**src/rtl/paddle_pkg.sv**
```systemverilog
// rtl/paddle_pkg.sv - shared states, keycodes and helpers for the paddle controller
package paddle_pkg;

  typedef enum logic [1:0] {
    IDLE  = 2'd0,
    UP    = 2'd1,
    DOWN  = 2'd2,
    BRAKE = 2'd3
  } paddle_state_e;

  localparam logic [7:0] KEY_W    = 8'h1A;
  localparam logic [7:0] KEY_S    = 8'h16;
  localparam logic [7:0] KEY_UP   = 8'h52;
  localparam logic [7:0] KEY_DOWN = 8'h51;

  function automatic logic [3:0] sat_inc(input logic [3:0] s, input logic [3:0] max_s);
    sat_inc = (s >= max_s) ? max_s : s + 4'd1;
  endfunction

endpackage

```
**src/rtl/paddle_ctrl_frame_tick_sync.sv**
```systemverilog
// rtl/paddle_ctrl_frame_tick_sync.sv - frame clock synchronizer producing a one-cycle tick per rising edge
module frame_tick_sync (
  input  logic clk,
  input  logic rst_n,
  input  logic async_i,
  output logic tick_o
);

  logic s1_q, s2_q, s3_q;

  // Reset high so a frame clock already high at reset release is not seen as an edge.
  always_ff @(posedge clk or negedge rst_n) begin
    if (!rst_n) begin
      s1_q <= 1'b1;
      s2_q <= 1'b1;
      s3_q <= 1'b1;
    end else begin
      s1_q <= async_i;
      s2_q <= s1_q;
      s3_q <= s2_q;
    end
  end

  assign tick_o = s2_q & ~s3_q;

endmodule

```
**src/rtl/paddle_ctrl.sv**
```systemverilog
// rtl/paddle_ctrl.sv - keyboard paddle with per-frame accelerate/brake velocity and screen clamping
module paddle_ctrl
  import paddle_pkg::*;
#(
  parameter int X_POS     = 20,
  parameter int Y_CENTER  = 240,
  parameter int Y_MIN     = 0,
  parameter int Y_MAX     = 479,
  parameter int SIZE      = 24,
  parameter int MAX_SPEED = 6
) (
  input  logic       Clk,
  input  logic       Reset_n,
  input  logic       frame_clk,
  input  logic [7:0] keycode0,
  input  logic [7:0] keycode1,
  output logic [9:0] PaddleX,
  output logic [9:0] PaddleY,
  output logic [9:0] PaddleS,
  output logic [9:0] PaddleVY
);

  localparam logic [3:0]        MAX_SP = 4'(MAX_SPEED);
  localparam logic signed [10:0] Y_TOP = 11'(Y_MIN + SIZE);
  localparam logic signed [10:0] Y_BOT = 11'(Y_MAX - SIZE);

  paddle_state_e state_q, state_d;
  logic [3:0]    speed_q, speed_d;
  logic          dir_q, dir_d;
  logic [9:0]    y_q, y_d;
  logic [9:0]    vy_q, vy_d;

  logic tick;
  logic raw_up, raw_down, key_up, key_down;
  logic signed [10:0] step, y_new;
  logic [9:0] mag;

  frame_tick_sync u_sync (
    .clk     (Clk),
    .rst_n   (Reset_n),
    .async_i (frame_clk),
    .tick_o  (tick)
  );

  assign raw_up   = (keycode0 == KEY_W) || (keycode0 == KEY_UP) ||
                    (keycode1 == KEY_W) || (keycode1 == KEY_UP);
  assign raw_down = (keycode0 == KEY_S) || (keycode0 == KEY_DOWN) ||
                    (keycode1 == KEY_S) || (keycode1 == KEY_DOWN);
  assign key_up   = raw_up & ~raw_down;
  assign key_down = raw_down & ~raw_up;

  always_comb begin
    state_d = state_q;
    speed_d = speed_q;
    dir_d   = dir_q;
    y_d     = y_q;
    vy_d    = vy_q;
    step    = '0;
    y_new   = '0;
    mag     = '0;
    if (tick) begin
      case (state_q)
        IDLE: begin
          if (key_up) begin
            state_d = UP;
            speed_d = 4'd1;
            dir_d   = 1'b0;
          end else if (key_down) begin
            state_d = DOWN;
            speed_d = 4'd1;
            dir_d   = 1'b1;
          end else begin
            speed_d = 4'd0;
          end
        end
        UP: begin
          if (key_up) speed_d = sat_inc(speed_q, MAX_SP);
          else begin
            state_d = BRAKE;
            speed_d = speed_q - 4'd1;
          end
        end
        DOWN: begin
          if (key_down) speed_d = sat_inc(speed_q, MAX_SP);
          else begin
            state_d = BRAKE;
            speed_d = speed_q - 4'd1;
          end
        end
        BRAKE: begin
          // Only the key matching the current direction resumes; the opposite key just brakes.
          if ((dir_q && key_down) || (!dir_q && key_up)) begin
            state_d = dir_q ? DOWN : UP;
            speed_d = sat_inc(speed_q, MAX_SP);
          end else begin
            speed_d = speed_q - 4'd1;
          end
        end
        default: begin
          state_d = IDLE;
          speed_d = 4'd0;
        end
      endcase

      if (speed_d == 4'd0) state_d = IDLE;

      step  = signed'({7'b0, speed_d});
      y_new = dir_d ? signed'({1'b0, y_q}) + step : signed'({1'b0, y_q}) - step;

      if (y_new < Y_TOP) begin
        y_d     = Y_TOP[9:0];
        speed_d = 4'd0;
        state_d = IDLE;
      end else if (y_new > Y_BOT) begin
        y_d     = Y_BOT[9:0];
        speed_d = 4'd0;
        state_d = IDLE;
      end else begin
        y_d = y_new[9:0];
      end

      mag  = {6'b0, speed_d};
      vy_d = dir_d ? mag : (~mag + 10'd1);
    end
  end

  always_ff @(posedge Clk or negedge Reset_n) begin
    if (!Reset_n) begin
      state_q <= IDLE;
      speed_q <= 4'd0;
      dir_q   <= 1'b0;
      y_q     <= 10'(Y_CENTER);
      vy_q    <= 10'd0;
    end else begin
      state_q <= state_d;
      speed_q <= speed_d;
      dir_q   <= dir_d;
      y_q     <= y_d;
      vy_q    <= vy_d;
    end
  end

  assign PaddleX  = 10'(X_POS);
  assign PaddleS  = 10'(SIZE);
  assign PaddleY  = y_q;
  assign PaddleVY = vy_q;

endmodule

```
**config.mk**
```make
export PLATFORM = sky130hd
export DESIGN_NAME = paddle_ctrl
export DESIGN_NICKNAME = d
export VERILOG_FILES = /design/src/rtl/paddle_pkg.sv /design/src/rtl/paddle_ctrl_frame_tick_sync.sv /design/src/rtl/paddle_ctrl.sv
export SDC_FILE = /design/constraint.sdc
export NUM_CORES = 1
export LEC_CHECK = 0
export BUFFER_PORTS_ARGS = -buffer_cell sky130_fd_sc_hd__buf_2
export CAP_MARGIN = 20
export CORE_MARGIN = 2
export CORE_UTILIZATION = 56
export DETAILED_ROUTE_END_ITERATION = 7
export HOLD_SLACK_MARGIN = 0.15
export PLACE_DENSITY = 0.82
export SETUP_SLACK_MARGIN = 0.05
export SYNTH_ARGS = -nofsm -noshare
export SYNTH_HDL_FRONTEND = slang
export SYNTH_HIERARCHICAL = 1
export SYNTH_SLANG_ARGS = --single-unit
```
**constraint.sdc**
```tcl
create_clock -name Clk -period 5.75 [get_ports Clk]
set_input_delay 0.8625 -clock Clk [delete_from_list [all_inputs] [get_ports Clk]]
set_output_delay 0.8625 -clock Clk [all_outputs]
set_load 0.05 [all_outputs]
```
Word-level counts from Yosys, hierarchy flattened
Cells that the tools add are included.
{"block": "classes", "add_sub_neg": 5, "order_cmp": 3, "eq_ne": 15, "n_mux": 29, "n_bitwise": 7, "reduce_logical": 13}
{"cell": "8-bit by 5-bit equality test with 1-bit output (second input constant)", "n": 4}
{"cell": "8-bit by 7-bit equality test with 1-bit output (second input constant)", "n": 4}
{"cell": "4-bit 2-to-1 mux", "n": 8}
{"cell": "10-bit 2-to-1 mux", "n": 3}
{"cell": "2-bit 2-to-1 mux", "n": 9}
{"cell": "4-bit one-hot mux with 4 select lines", "n": 1}
{"cell": "5-bit != test (second input constant)", "n": 3}
{"cell": "10-bit by 4-bit adder with 11-bit output", "n": 1}
{"cell": "11-bit by 10-bit greater-than comparator with 1-bit output (second input constant)", "n": 1}
{"cell": "11-bit by 6-bit < comparator with 1-bit output (second input constant)", "n": 1}
{"cell": "11-bit 2-to-1 mux", "n": 1}
{"cell": "10-bit by 4-bit subtractor with 11-bit output", "n": 1}
{"cell": "10-bit by 1-bit adder with 10-bit output (second input constant)", "n": 1}
{"cell": "4-bit inverter with 10-bit output", "n": 1}
{"cell": "2-bit one-hot mux with 4 select lines", "n": 1}
{"cell": "1-bit logical OR", "n": 7}
{"cell": "1-bit 2-to-1 mux", "n": 6}
{"cell": "6-bit != test (second input constant)", "n": 1}
{"cell": "5-bit AND reduction", "n": 1}
{"cell": "4-bit by 1-bit adder with 4-bit output (second input constant)", "n": 1}
{"cell": "2-bit equality test (second input constant)", "n": 2}
{"cell": "4-bit by 3-bit greater-or-equal comparator with 1-bit output (second input constant)", "n": 1}
{"cell": "4-bit zero test", "n": 1}
{"cell": "4-bit by 1-bit subtractor with 4-bit output (second input constant)", "n": 1}
{"cell": "6 further kinds", "n": 11}
{"block": "word_totals", "regBits": 30, "inputBits": 19, "out_inout_bits": 40, "word_cells": 80}

Depth between registers and ports, before layout
Gate-level depths: netlist of run 1.
{"block": "depth", "depth_word": 20, "ltp_mapped": 30, "ltp_nobuf": 29}

Hierarchy
Netlist of run 1, hierarchy kept.
{"module": "paddle_ctrl", "n_inst": 1, "cells_each": 304, "area_per_inst_um2": 2608.8, "seq_area_each_um2": 580.6}
{"module": "frame_tick_sync", "n_inst": 1, "cells_each": 4, "area_per_inst_um2": 92.6, "seq_area_each_um2": 78.8}

Worst setup path after synthesis of run 1
Ideal clock, no wire load.
{"block": "synth_path", "kind": "input to register", "startpoint": "input keycode0[2]", "endpoint": "register vy_q[3] (netlist: PaddleVY[3])", "setup_ns": 0.137, "arrival_ns": 5.399, "path_slack_ns": 0.215, "path_stages": 25, "n_path_buf": 2, "path_cell_list": "nor4bb_1 nor2_1 o31ai_1 inv_1 ha_1 o21bai_1 a31oi_1 o21a_1 inv_1 ha_1 nor2b_1 nor2_1 ha_1 buf_4 or4b_4 a211oi_2 a31o_1 nor4_1 or2_4 buf_6 or3_1 ha_1 nand2_1 o31a_1 a21oi_1"}
{"block": "synth_between", "elab_chain_cells": 20, "elab_cells_between_ends": 39, "classes_between": "3 x add/sub; 2 x order compare; 4 x eq/ne; 16 x mux; 5 x bitwise; 9 x reduce/logical"}
{"element": "from (decl)", "line": "paddle_ctrl.sv:15", "text": "input logic [7:0] keycode0,"}
{"element": "8-bit by 5-bit equality test with 1-bit output (tied with other cells)", "line": "paddle_ctrl.sv:45", "text": "assign raw_up = (keycode0 == KEY_W) || (keycode0 == KEY_UP) ||"}
{"element": "1-bit logical OR, on equally long branches (2 in series)", "line": "paddle_ctrl.sv:45, paddle_ctrl.sv:47"}
{"element": "1-bit logical OR, on equally long branches", "line": "paddle_ctrl.sv:46, paddle_ctrl.sv:48"}
{"element": "1-bit inverter, on equally long branches", "line": "paddle_ctrl.sv:50, paddle_ctrl.sv:49"}
{"element": "1-bit AND, on equally long branches", "line": "paddle_ctrl.sv:50, paddle_ctrl.sv:49"}
{"element": "1-bit logical AND", "line": "paddle_ctrl.sv:92", "text": "if ((dir_q && key_down) || (!dir_q && key_up)) begin"}
{"element": "1-bit logical OR", "line": "paddle_ctrl.sv:92"}
{"element": "4-bit 2-to-1 mux", "line": "paddle_ctrl.sv:92"}
{"element": "[... 3 more ...]"}
{"element": "11-bit 2-to-1 mux", "line": "paddle_ctrl.sv:108", "text": "y_new = dir_d ? signed'({1'b0, y_q}) + step : signed'({1'b0, y_q}) - step;"}
{"element": "11-bit by 10-bit greater-than comparator with 1-bit output", "line": "paddle_ctrl.sv:114", "text": "end else if (y_new > Y_BOT) begin"}
{"element": "4-bit 2-to-1 mux", "line": "paddle_ctrl.sv:114"}
{"element": "4-bit 2-to-1 mux", "line": "paddle_ctrl.sv:110", "text": "if (y_new < Y_TOP) begin"}
{"element": "4-bit 2-to-1 mux", "line": "paddle_ctrl.sv:61", "text": "if (tick) begin"}
{"element": "4-bit inverter with 10-bit output", "line": "paddle_ctrl.sv:123", "text": "vy_d = dir_d ? mag : (~mag + 10'd1);"}
{"element": "10-bit by 1-bit adder with 10-bit output", "line": "paddle_ctrl.sv:123"}
{"element": "10-bit 2-to-1 mux (*)", "line": "paddle_ctrl.sv:123"}
{"element": "to (signal assigned)", "line": "paddle_ctrl.sv:139", "text": "vy_q <= vy_d;"}
{"element": "to (decl)", "line": "paddle_ctrl.sv:31", "text": "logic [9:0] vy_q, vy_d;"}
Mark *: on every way between the ends. The rest lies on a longest branch, timed or not. The select of a mux whose other input is x is not followed.
A chain may end at the register's enable or synchronous reset.

Worst setup path after layout of run 1
{"block": "layout_path", "startpoint": "input keycode0[6]", "endpoint": "register vy_q[3] (netlist: PaddleVY[3])"}
The elaborated chain is that of the path after synthesis.

==> results of run 1 <==
-- sequential cells by signal, indices dropped and copies added (netlist names) --
signal and flops:
u_sync/s3_q 1, state_q 2, PaddleVY 6, u_sync/s2_q 1
speed_q 4, u_sync/s1_q 1, PaddleY 10, dir_q 1
-- cell type report --
class	instances	area, um^2
timing repair buffer	69	423
sequential	26	659
inverter	20	75.1
clock inverter	1	30.0
fill	381	1580
tap	54	67.6
multi-input combinational	247	1820
clock buffer	3	41.3
-- report_power, final --
group | leakage (nW) | switching [mW] | total, mW | internal [mW]
Sequential | 0.325 | 0.0300 | 0.256 | 0.226
Clock | 0.0357 | 0.0643 | 0.158 | 0.0933
Combinational | 1.14 | 0.347 | 0.544 | 0.197
-- per-layer routing --
metal	track usage, %	vias to the layer above	share of wire (%)
met2	41.4	63	49
li1	-	1180	-
met4	4.85	0	0.57
met1	29.8	1158	46
met5	0	-	0
met3	3.43	6	3.8
-- how the worst max path moves through the flow --
stage	from	to	cells past startpoint
after floorplan	keycode0[2]	PaddleVY[3]	25
after global placement	keycode0[2]	PaddleVY[2]	26
after detailed placement	keycode0[2]	PaddleVY[2]	25
after CTS	keycode0[6]	PaddleVY[2]	25
after global routing	keycode0[6]	PaddleVY[3]	26
final	keycode0[6]	PaddleVY[3]	25
-- kinds of logic (layout without fill, tap and decap cells) --
logic type	Yosys count	after routing
flops	26	26
other cells	2	20
xor+xnor	9	9
buf+inv	53	93
compound gates	81	81
simple gates	108	108
mux	4	4
fa+ha+maj	25	25
-- Yosys cell counts (all sizes together) (3+ instances only) --
master / number / area [um^2]
nand2: 23 / 86.3
a31o: 6 / 52.6
o22ai: 5 / 31.3
nor3: 3 / 15.0
a211oi: 3 / 32.5
and2: 4 / 26.3
nor3b: 3 / 22.5
a21oi: 14 / 70.1
o21a: 4 / 30.0
nand3: 8 / 40.0
nand4: 5 / 31.3
dfstp: 7 / 184
or2: 4 / 27.5
a31oi: 3 / 18.8
or3: 4 / 26.3
nor2: 20 / 77.6
nor4bb: 4 / 40.0
dfrtp: 19 / 475
o31a: 3 / 26.3
nor2b: 10 / 70.1
ha: 24 / 300
clkbuf: 6 / 72.6
nand2b: 6 / 37.5
and3: 4 / 26.3
buf: 27 / 210
xnor2: 7 / 61.3
o21ai: 14 / 81.3
mux2: 3 / 33.8
a21o: 8 / 62.6
inv: 20 / 75.1
-- cell usage in the layout (no fill, tap or decap), types with 8 or more instances in the layout --
cell     instances
dfrtp_1         19
nand3_1          8
buf_4           31
a21oi_1         10
ha_1            23
nor2_1          17
conb_1          20
nor2b_1          8
o21ai_0         12
buf_2           38
inv_1           19
nand2_1         23
-- critical path: stages --
cell and delay [ns]:
buf_2 0.11, nor4bb_1 0.28, nor2_1 0.09, o31ai_2 0.23, inv_1 0.07, ha_1 0.20
o21bai_1 0.23, a31oi_1 0.17, o21a_1 0.22, inv_1 0.08, ha_1 0.23, nor2_2 0.13
xnor2_1 0.14, ha_1 0.30, and2b_1 0.20, or4b_4 0.48, a211oi_2 0.19, a31o_1 0.14
nor4_2 0.06, or2_4 0.27, or3_1 0.38, ha_1 0.29, nand2_1 0.06, o31a_1 0.13
a21oi_1 0.06
-- stage by stage --
| stage | setup TNS (ns) | hold slack, ns |
|---|---|---|
| 3_3_place_gp | -0.0699 | 0.346 |
| 3_5_place_dp | -0.421 | 0.348 |
| 4_1_cts | 0 | 0.362 |
| 6_report | 0 | 0.361 |
| 5_1_grt | 0 | 0.365 |
| 2_1_floorplan | 0 | 0.345 |
-- what timing repair did --
action                     4_1_cts  5_1_grt
buffers inserted                 0        2
setup endpoints to repair        0        5
gates resized for setup          0       16
==> flow_summary.ini, run 1 <==
[status]
status = complete, no violations

[timing]
tightestPinTransition_ns = 0.820
drv_slew = 0
finalCritPeriodShare_pct = 95.0
hold_violations = 0
period_needed_ns = 5.46
timing.final.ws_setup_ns = 0.286
rsz0062_at_grt = false
fmax_ghz = 0.183
worst_slew_margin_rel_pct = 45.2
clock-skew-final_ns = 0.00778
setup_violations = 0

[finish]
nNetsFinal = 411
layout-drive-gt1-share_pct = 33.9
layoutNonFillerInstCount = 420
area_growth_pct = 15.2
n_antenna_cell = 0
final_area_um2 = 3110
final_util_pct = 66.3

[critical_path]
end_kind = flop
rr_startpoint = state_q[0]
r2r_setup_slack_ns = 0.85
cp_max_fo = 4
cp_data_required_time_ns = 5.88
reg2reg_depth = 21
r2r-end = PaddleVY[3]
worst_setup_path_start_kind = input port
crit_type = input port to flop
critPathArrivalTime_ns = 5.60

[drt]
antenna_left = 0
wirelength_um = 5950
drt-initial-drc-count = 165
wire_per_inst_um = 14.2
vias = 2407
route.detailed.drc = 0
viasPerCell = 5.73
drt-pass1-iter-count = 5

[synth]
synthMuxAreaShare_pct = 1.62
mappedNetlistArea_um2 = 2700
synth-async-reset-ratio_pct = 100
synthCells = 308
synth_fa_ha_area_share_pct = 11.9
synth_xor_area_share_pct = 3.20
seq_area_frac_synth_pct = 24.4
synth_cell_type_count = 76
synthSimpleGateAreaFrac_pct = 22.6
synth_edf_count = 0
synth.yosys.warnings = 6
avgSynthCellArea_um2 = 8.77
ys_ff_latch = 26
synth_top_family_by_area = compound AO/OA/AOI/OAI gates
synth_compound_area_share_pct = 22.7
synth_flop_cell = dfrtp_1

[power_and_ir_drop]
power_density_nw_per_um2 = 308
total_power_mw = 0.958
peakVddDrop_mv = 0.177
p_leak_nw = 1.50

[cts]
cts_tree = built
clock_latency_ns = 0.28
cts-root-buf = clkbuf_8
cts_made_buffers = 3
h-tree-depth = 1
cts.sinks = 26
ctsHoldBuffers = 0
clk_pin_slew_ns = 0.09
cts_buffer_depth = 2

[die]
rows = 25
start_util_pct = 57.6
fp.coreArea_um2 = 4690
ios = 59
die_w_um = 73.5
die_area_um2 = 5400
die_h_um = 73.5

[global_routing]
grt_pass1_vias = 2349
grt_antenna_before_repair = 0
grt_overflow = 0
grt_pass1_wl_um = 10200
grtUsageTotal_pct = 23.3
grt_max_degree = 38

[placed_design]
gp_congestion = 0.924
dp_hpwl_um = 4560
dpl_cell_area_um2 = 2960
pre_cts_slack_ns = -0.138
portBuffers = 38
dp.cells = 414

[hold_path]
holdPathEnd = u_sync/s2_q
worstHoldPathCells = 0
hold_class = flop to flop
holdCritStartpoint = u_sync/s1_q

[flow_run]
max_cap_viol_count = 0
Note: power is estimated with default switching activity, not from simulation.
==> inputs of run 2 (changes only) <==
--- a/config.mk
+++ b/config.mk
@@ -12,7 +12,7 @@
 export DETAILED_ROUTE_END_ITERATION = 7
 export HOLD_SLACK_MARGIN = 0.15
 export PLACE_DENSITY = 0.82
-export SETUP_SLACK_MARGIN = 0.05
+export SETUP_SLACK_MARGIN = 0.4
 export SYNTH_ARGS = -nofsm -noshare
 export SYNTH_HDL_FRONTEND = slang
 export SYNTH_HIERARCHICAL = 1
==> run 2 against run 1 <==
Largest power group unchanged. Critical path type unchanged. Sequential share of layout area is 1.4 points lower. Fmax hardly changed. Worst hold slack better by 0.00088 ns. Largest cell class unchanged. Via count is 5.9% higher. Clock-buffer cell count stayed put. Final cell count is 0.71% higher.
==> flow_summary.ini, run 2 (synthesized netlist as in run 1, its figures left out) <==
[timing]
clock-skew-final_ns = 0.0140
rsz0062_at_grt = true
whs_ns = 0.362
hold_violations = 0
drv_slew = 0
setup_violations = 0
fmax_ghz = 0.183
finalCritPeriodShare_pct = 95.0
worst_slew_margin_rel_pct = 41.6
period_needed_ns = 5.46
tightestPinTransition_ns = 0.875

[cts]
ctsHoldBuffers = 0
cts-root-buf = clkbuf_8
clock_latency_ns = 0.28
clk_pin_slew_ns = 0.10
cts_tree = built
h-tree-depth = 1
cts.sinks = 26
cts_buffer_depth = 2
cts_made_buffers = 3

[power_and_ir_drop]
p_leak_nw = 1.57
power_density_nw_per_um2 = 294
peakVddDrop_mv = 0.192

[critical_path]
cp_data_required_time_ns = 5.97
reg2reg_depth = 23
critPathArrivalTime_ns = 5.68
cp_max_fo = 5
r2r_setup_slack_ns = 0.82
rr_startpoint = state_q[0]
r2r-end = PaddleVY[2]
crit_type = input port to flop
endpoint = PaddleVY[2]
critPathLaunch = keycode1[0]
end_kind = flop
worst_setup_path_start_kind = input port

[flow_run]
max_cap_viol_count = 0

[die]
die_h_um = 73.5
fp.coreArea_um2 = 4690
rows = 25
start_util_pct = 57.6
die_area_um2 = 5400
ios = 59
die_w_um = 73.5

[global_routing]
grt_pass1_wl_um = 10300
grt_antenna_before_repair = 0
grt_pass1_vias = 2205
grt_overflow = 0
grt_max_degree = 38
grtUsageTotal_pct = 24.1

[placed_design]
portBuffers = 38
dpl_cell_area_um2 = 2990
gp_congestion = 0.959
dp_hpwl_um = 4730

[finish]
multi_input_area_um2 = 1990
nNetsFinal = 414
n_antenna_cell = 0
fillers = 327
largest_reg_flops = 10
final_cell_mix = buf_2 (34), buf_4 (34), nand2_1 (21), conb_1 (20), dfrtp_1 (19)
area_growth_pct = 23.6
regArea_um2 = 659
final_area_um2 = 3340
layout-drive-gt1-share_pct = 40.7

[hold_path]
holdCritStartpoint = u_sync/s1_q
hold_class = flop to flop

[drt]
vias = 2550
wire_per_inst_um = 16.4
wirelength_um = 6920
route.detailed.drc = 0
drt-initial-drc-count = 249
drt-pass1-iter-count = 5
antenna_left = 0
viasPerCell = 6.03

[status]
status = complete, no violations
[run 2: worst min path at each step]
stage	end	slack [ns]	depth (start not counted)
floorplan	u_sync/s2_q	0.35	0
detailed placement	u_sync/s2_q	0.35	0
global placement	u_sync/s2_q	0.35	0
CTS	u_sync/s2_q	0.36	0
global route	u_sync/s2_q	0.37	0
finish	u_sync/s2_q	0.36	0
[run 2: final cells by class]
cell class / instances / share of cell area, %
tap: 54 / 2.02
clock inverter: 1 / 0.899
sequential: 26 / 19.7
clock buffer: 3 / 1.24
timing repair buffer: 72 / 14.2
inverter: 20 / 2.25
multi-input combinational: 247 / 59.6
[run 2: timing repair]
item,4_1_cts,5_1_grt
pin swaps,4,19
gates resized for setup,10,39
buffers inserted,1,7
endpoints found under the setup margin,5,12
[run 2: worst max-delay path, stage by stage]
cell	delay (ns)
buf_2	0.11
nand2b_1	0.18
nor3b_1	0.26
o21ai_1	0.12
o31ai_2	0.09
inv_1	0.10
ha_4	0.17
o21bai_4	0.18
a31oi_1	0.18
o21a_2	0.21
inv_2	0.07
ha_4	0.18
nor2_4	0.12
xnor2_2	0.12
ha_1	0.25
and2b_1	0.19
buf_4	0.14
o21a_1	0.16
or3_1	0.32
a32oi_1	0.21
nand4b_1	0.24
o21ai_4	0.18
nor2_4	0.07
nand2_1	0.08
ha_2	0.18
o21ai_0	0.10
or4_1	0.49
nand3_1	0.12
[run 2: where the power goes]
part           total (mW)  internal (mW)  switching (mW)
logic               0.570          0.205           0.365
clock network       0.154         0.0932          0.0606
registers           0.260          0.226          0.0334
[run 2: routing by layer]
metal	routed length (um)	vias to the layer above	track usage, %	part of all wire (%)
met3	417	12	3.43	6.0
met1	3060	1220	34.7	44
met2	3360	122	38.9	49
met5	0	-	0	0
li1	-	1196	-	-
met4	82	0	4.24	1.2
[run 2: per-stage QoR]
stage	utilization [%]	TNS, ns	std cells	total power [mW]	setup slack (ns)
finish	71.2	0	423	0.983	0.290
global route	71.2	-0.0230	423	1.03	-0.0230
CTS	66.3	0	416	0.923	0.383
detailed placement	63.7	-0.157	411	0.765	-0.0929
global placement	63.7	-0.0192	411	0.757	-0.0192
floorplan	-	0	326	0.665	0.311
